==> config.mk <==
export PLATFORM = sky130hd
export DESIGN_NAME = fetch_unit_32
export DESIGN_NICKNAME = d
export VERILOG_FILES = /design/src/rtl/fetch_pkg_32.sv /design/src/rtl/fetch_skid_buf_32.sv /design/src/rtl/fetch_unit_32.sv
export SDC_FILE = /design/constraint.sdc
export NUM_CORES = 1
export LEC_CHECK = 0
export BUFFER_PORTS_ARGS = -buffer_cell sky130_fd_sc_hd__buf_4
export CORE_ASPECT_RATIO = 2
export CORE_UTILIZATION = 40
export CTS_CLUSTER_SIZE = 8
export DETAILED_ROUTE_END_ITERATION = 10
export GPL_TIMING_DRIVEN = 0
export PLACE_DENSITY = 0.66
export SETUP_SLACK_MARGIN = 0.02
export SKIP_LAST_GASP = 1
export SYNTH_ARGS = -nofsm -noshare
export SYNTH_HDL_FRONTEND = slang
export SYNTH_HIERARCHICAL = 1
export SYNTH_SLANG_ARGS = --single-unit
==> constraint.sdc <==
create_clock -name clk -period 2.2 [get_ports clk]
set_input_delay 0.22 -clock clk [delete_from_list [all_inputs] [get_ports clk]]
set_output_delay 0.22 -clock clk [all_outputs]
set_load 0.01 [all_outputs]
==> src/rtl/fetch_pkg_32.sv <==
// Shared types and constants for the 32-bit instruction fetch stage.
package fetch_pkg_32;

  localparam int unsigned INSTR_W    = 32;
  localparam int unsigned OPCODE_MSB = 31;
  localparam int unsigned OPCODE_LSB = 26;
  localparam int unsigned OPCODE_W   = OPCODE_MSB - OPCODE_LSB + 1;

  localparam logic [INSTR_W-1:0] NOP_WORD = 32'h0000_0000;

  typedef enum logic [1:0] {
    S_REQ  = 2'd0,
    S_WAIT = 2'd1,
    S_HOLD = 2'd2
  } fetch_state_t;

  // Fetched word together with the sequential address that follows it
  typedef struct packed {
    logic [INSTR_W-1:0] instr;
    logic [INSTR_W-1:0] pc_plus4;
  } fetch_word_t;

endpackage

==> src/rtl/fetch_skid_buf_32.sv <==
// One-entry holding slot for a fetched word that arrives while IF/ID is stalled.
module fetch_skid_buf_32
  import fetch_pkg_32::*;
(
  input  logic        clk,
  input  logic        rst,
  input  logic        load,
  input  logic        drain,
  input  logic        clear,
  input  fetch_word_t din,
  output logic        full,
  output fetch_word_t dout
);

  // Clear (redirect) beats load; drain empties the slot after IF/ID takes it
  always_ff @(posedge clk) begin
    if (rst || clear) begin
      full <= 1'b0;
      dout <= '0;
    end else if (load) begin
      full <= 1'b1;
      dout <= din;
    end else if (drain) begin
      full <= 1'b0;
    end
  end

endmodule

==> src/rtl/fetch_unit_32.sv <==
// Instruction fetch stage: PC, imem req/ready/valid handshake, IF/ID register.
// Optional misaligned-redirect trap enabled by defining FETCH_MISALIGN_TRAP_EN.
module fetch_unit_32
  import fetch_pkg_32::*;
#(
  parameter logic [31:0] RESET_PC = 32'h0000_0000,
  parameter logic [31:0] PC_STEP  = 32'd4
) (
  input  logic                clk,
  input  logic                rst,
  output logic                imem_req,
  output logic [INSTR_W-1:0]  imem_addr,
  input  logic                imem_ready,
  input  logic                imem_valid,
  input  logic [INSTR_W-1:0]  imem_rdata,
  input  logic                stall,
  input  logic                branch_taken,
  input  logic [INSTR_W-1:0]  branch_target,
  output logic                if_id_valid,
  output logic [INSTR_W-1:0]  if_id_instr,
  output logic [INSTR_W-1:0]  if_id_pc_plus4,
  output logic [OPCODE_W-1:0] instruction_special
`ifdef FETCH_MISALIGN_TRAP_EN
  ,
  output logic                fetch_misalign
`endif
);

  fetch_state_t       state_q, state_d;
  logic               kill_q, kill_d;
  logic [INSTR_W-1:0] pc_q, pc_d;
  logic [INSTR_W-1:0] redirect_pc_c;
  logic               req_c, accept_c;
  logic               take_c, park_c, drain_c;
  logic               buf_full;
  fetch_word_t        buf_din, buf_dout;

`ifdef FETCH_MISALIGN_TRAP_EN
  assign redirect_pc_c = branch_target;
  assign req_c         = (state_q == S_REQ) && !fetch_misalign;

  // Sticky trap on a redirect to a non-word-aligned target
  always_ff @(posedge clk) begin
    if (rst) begin
      fetch_misalign <= 1'b0;
    end else if (branch_taken && (branch_target[1:0] != 2'b00)) begin
      fetch_misalign <= 1'b1;
    end
  end
`else
  assign redirect_pc_c = branch_target & 32'hFFFF_FFFC;
  assign req_c         = (state_q == S_REQ);
`endif

  assign accept_c            = req_c && imem_ready;
  assign imem_req            = req_c && !rst;
  assign imem_addr           = pc_q;
  assign instruction_special = if_id_instr[OPCODE_MSB:OPCODE_LSB];
  assign buf_din             = '{instr: imem_rdata, pc_plus4: pc_q + PC_STEP};

  // Next-state, PC and kill decisions; a redirect overrides everything else
  always_comb begin
    state_d = state_q;
    kill_d  = kill_q;
    pc_d    = pc_q;
    take_c  = 1'b0;
    park_c  = 1'b0;
    drain_c = 1'b0;
    if (branch_taken) begin
      pc_d = redirect_pc_c;
      unique case (state_q)
        S_REQ: begin
          if (accept_c) begin
            state_d = S_WAIT;
            kill_d  = 1'b1;
          end
        end
        S_WAIT: begin
          if (imem_valid) begin
            state_d = S_REQ;
            kill_d  = 1'b0;
          end else begin
            kill_d  = 1'b1;
          end
        end
        default: begin
          state_d = S_REQ;
          kill_d  = 1'b0;
        end
      endcase
    end else begin
      unique case (state_q)
        S_REQ: begin
          if (accept_c) state_d = S_WAIT;
        end
        S_WAIT: begin
          if (imem_valid) begin
            state_d = S_REQ;
            if (kill_q) begin
              kill_d = 1'b0;
            end else if (!if_id_valid || !stall) begin
              take_c = 1'b1;
              pc_d   = pc_q + PC_STEP;
            end else begin
              park_c  = 1'b1;
              state_d = S_HOLD;
            end
          end
        end
        S_HOLD: begin
          if (!stall && buf_full) begin
            drain_c = 1'b1;
            pc_d    = pc_q + PC_STEP;
            state_d = S_REQ;
          end
        end
        default: state_d = S_REQ;
      endcase
    end
  end

  // FSM state register
  always_ff @(posedge clk) begin
    if (rst) state_q <= S_REQ;
    else     state_q <= state_d;
  end

  // PC and stale-response kill flag
  always_ff @(posedge clk) begin
    if (rst) begin
      pc_q   <= RESET_PC;
      kill_q <= 1'b0;
    end else begin
      pc_q   <= pc_d;
      kill_q <= kill_d;
    end
  end

  // IF/ID register: flush on redirect, load new or buffered word, bubble when idle
  always_ff @(posedge clk) begin
    if (rst) begin
      if_id_valid    <= 1'b0;
      if_id_instr    <= NOP_WORD;
      if_id_pc_plus4 <= '0;
    end else if (branch_taken) begin
      if_id_valid    <= 1'b0;
    end else if (take_c) begin
      if_id_valid    <= 1'b1;
      if_id_instr    <= imem_rdata;
      if_id_pc_plus4 <= pc_q + PC_STEP;
    end else if (drain_c) begin
      if_id_valid    <= 1'b1;
      if_id_instr    <= buf_dout.instr;
      if_id_pc_plus4 <= buf_dout.pc_plus4;
    end else if (!stall) begin
      if_id_valid    <= 1'b0;
    end
  end

  fetch_skid_buf_32 u_skid (
    .clk   (clk),
    .rst   (rst),
    .load  (park_c),
    .drain (drain_c),
    .clear (branch_taken),
    .din   (buf_din),
    .full  (buf_full),
    .dout  (buf_dout)
  );

endmodule

==> results.toml <==
[cells_and_area]
layout.nets = 1079
syn_to_final_growth_pct = 33.49
drive_gt1_frac = 0.3026
multi_input_area_mm2 = 0.003720
diodes = 0
final_area_mm2 = 0.009686
seqCellArea_mm2 = 0.003278
fillers = 1687

[logic_synthesis]
ys_types = 50
synth_edf_count = 0
synth-main-ff-cell = "dfxtp_1"
netlist_area_mm2 = 0.007256
ys_warn_count = 6
ys_seq_area_frac = 0.4497
ys_ff_latch = 163
syn_avg_cell_area_um2 = 9.036
async_flop_share = 0
synthCells = 803

[detailed_routing]
wl_um = 22890
via_count = 6717
ant_nets = 0
firstDrtPassIters = 5
wl_per_cell_um = 18.55
vias_per_cell = 5.443
drt-initial-drc-count = 302
route.detailed.drc = 0

[setup_path]
path_max_fanout = 9
cp_num_buf_inv = 1
slowest_delay_ns = 0.44
r2r_setup_slack_ns = 0.1
slowest_stage = "nor4_4"
start_kind = "flop"
crit_type = "flop to flop"
cp_top_family = "simple AND/OR/NAND/NOR gates"
worst_ep_required_time_ns = 2.58
worst_setup_path_end_kind = "flop"
path_cells = "buf_2 -> and4_1 -> nand2_1 -> nor4_4 -> xor2_1 -> mux2i_1 -> nor2_1"
crit_arrival_ns = 2.48

[die]
die_area_mm2 = 0.01871
die_height_um = 192.5
core-area_mm2 = 0.01778
start_util = 0.4080
rows = 69
io_pins = 174
dieWidth_um = 97.24

[timing]
fmax_mhz = 475.9
hold-worst-slack_ns = 0.04111
finalCritPeriodShare = 0.9551
finClkSkew_ns = 0.01143
period_minus_slack_ns = 2.101
slew_headroom = 0.5408
setup_viol = 0
slew_viol_final = 0
worst_pin_slew_ns = 0.6888
hold_viol_final = 0
setup_tns_ns = 0
rsz0062_at_grt = "yes"

[global_route]
grt-ovfl-total = 0
grt_usage = 0.2403
grt_pass1_vias = 6423
grt_max_degree = 18
grt_antenna_before_repair = 0
grt_pass1_wl_um = 34600

[cts]
root_buffer = "clkbuf_16"
cts_buffer_depth = 2
clk_latency_ns = 0.44
cts_buffers = 17
cts_tree = "yes"
clk_pin_slew_ns = 0.08
cts_htree_levels = 4
cts_sinks = 163

[place]
place_area_mm2 = 0.008802
port_buffers = 169
place_congestion = 0.9206
dp_hpwl_um = 17100

[run]
drv_cap = 0

[status]
status = "complete, no violations"

[pwr]
ir_drop_v = 0.0005471
power.density_mw_per_mm2 = 703.3
power.leakage_nw = 3.679

[min_path]
hp-class = "primary input to flop"
[area by class of cell]
cell class	instances	area share
Clock buffer	17	0.04392
Multi-Input combinational cell	561	0.3841
Timing Repair Buffer	183	0.1424
Inverter	10	0.004134
Sequential cell	163	0.3385
Buffer	72	0.04276
Tap cell	213	0.02752
Clock inverter	15	0.01679
[power by group]
part,switching [W],internal [W],leakage (nW)
Clock,0.00139,0.00162,0.284
Combinational,0.000364,0.000319,2.07
Sequential,0.0000926,0.00303,1.33
[through the flow]
stage | utilization | total power [W] | setup slack, ns | std cells
6_report | 0.5446 | 0.006812 | 0.09877 | 1234
5_1_grt | 0.5446 | 0.007029 | -0.02064 | 1234
4_1_cts | 0.5358 | 0.006833 | -0.08381 | 1226
3_5_place_dp | 0.4949 | 0.003837 | -0.6165 | 1188
3_3_place_gp | 0.4949 | 0.003834 | -0.6279 | 1188
2_1_floorplan | - | 0.003475 | 0.03304 | 806
[sequential cells by signal (all words and copies together), names as in the netlist]
| signal | count |
|---|---|
| if_id_instr | 32 |
| if_id_pc_plus4 | 32 |
| if_id_valid | 1 |
| imem_addr | 30 |
| kill_q | 1 |
| state_q | 2 |
| u_skid/dout | 64 |
| u_skid/full | 1 |
[cell families (layout without fill, tap and decap cells)]
logic type	Yosys count	count (layout)	share of synthesized area
compound gates	167	167	0.1637
xor+xnor	48	48	0.05794
fa+ha+maj	1	1	0.001724
buf+inv	82	297	0.05880
flops	163	163	0.4497
mux	67	67	0.09260
other cells	1	4	0.0005168
simple gates	274	274	0.1750
[layer usage]
layer,GRT usage,part of all wire
met1,0.2435,0.36
met2,0.4640,0.55
met3,0.04057,0.051
met4,0.1261,0.045
met5,0,0
[synth_stat cells, types with 5 or more instances]
library cell | number | area [um^2]
buf_2 | 14 | 70.07
nor4_2 | 5 | 62.56
a211oi_1 | 20 | 150.1
nor3_1 | 13 | 65.06
a31oi_1 | 5 | 31.28
buf_6 | 8 | 90.09
xor2_1 | 20 | 175.2
a21oi_1 | 41 | 205.2
o221ai_1 | 12 | 105.1
nand2_1 | 84 | 315.3
dfxtp_1 | 163 | 3263
nor4_1 | 7 | 43.79
a311oi_1 | 15 | 131.4
a22oi_1 | 36 | 270.3
clkbuf_1 | 39 | 146.4
xnor2_1 | 28 | 245.2
nor2_1 | 107 | 401.6
mux2i_1 | 66 | 660.6
o21ai_0 | 12 | 60.06
nand4_1 | 17 | 106.4
nand3_1 | 15 | 75.07
inv_1 | 7 | 26.28
buf_4 | 11 | 82.58
o21a_1 | 7 | 52.55
o21ba_2 | 11 | 110.1
or3_1 | 5 | 31.28
[tightest hold or removal path, cell delays in order]
cell and delay, ns:
buf_4 0.08, mux2i_1 0.06, nor2_1 0.08
[cells in the final DEF, fill, tap and decap left out, types with 4 or more instances in the layout]
cell type	count
a31oi_1	5
a22oi_1	36
or3_1	5
dfxtp_2	6
inv_6	9
buf_4	194
dfxtp_1	155
inv_1	7
a311oi_1	15
o21a_1	7
buf_6	8
nand2_1	82
mux2i_1	66
a211oi_1	20
a21oi_1	41
clkbuf_1	25
nand4_1	17
nor2_1	106
clkbuf_16	17
nor4_1	6
o221ai_1	12
nor3_1	9
xor2_1	19
buf_2	12
conb_1	4
o21ba_2	11
xnor2_2	5
nand3_1	15
clkbuf_2	13
xnor2_1	23
o21ai_0	12
[final timing paths]
kind,startpoint,endpoint,depth (start not counted)
worst max register to register,imem_addr[14]$_SDFFE_PP0P_,u_skid/dout[27]$_SDFFE_PP0P_,7
worst max-delay path,imem_addr[14]$_SDFFE_PP0P_,u_skid/dout[27]$_SDFFE_PP0P_,7
worst min-delay path,imem_rdata[21],u_skid/dout[53]$_SDFFE_PP0P_,3
worst min register to register,if_id_instr[13]$_SDFFE_PP0P_,if_id_instr[13]$_SDFFE_PP0P_,2
[what timing repair did]
action,in CTS,in global routing
setup endpoints to repair,96,94
resized for setup,23,39
hold endpoints to repair,2,0
hold buffers,2,0
pin swaps,2,5
setup buffers,4,8
No activity file was read; power rests on OpenSTA's default activity.
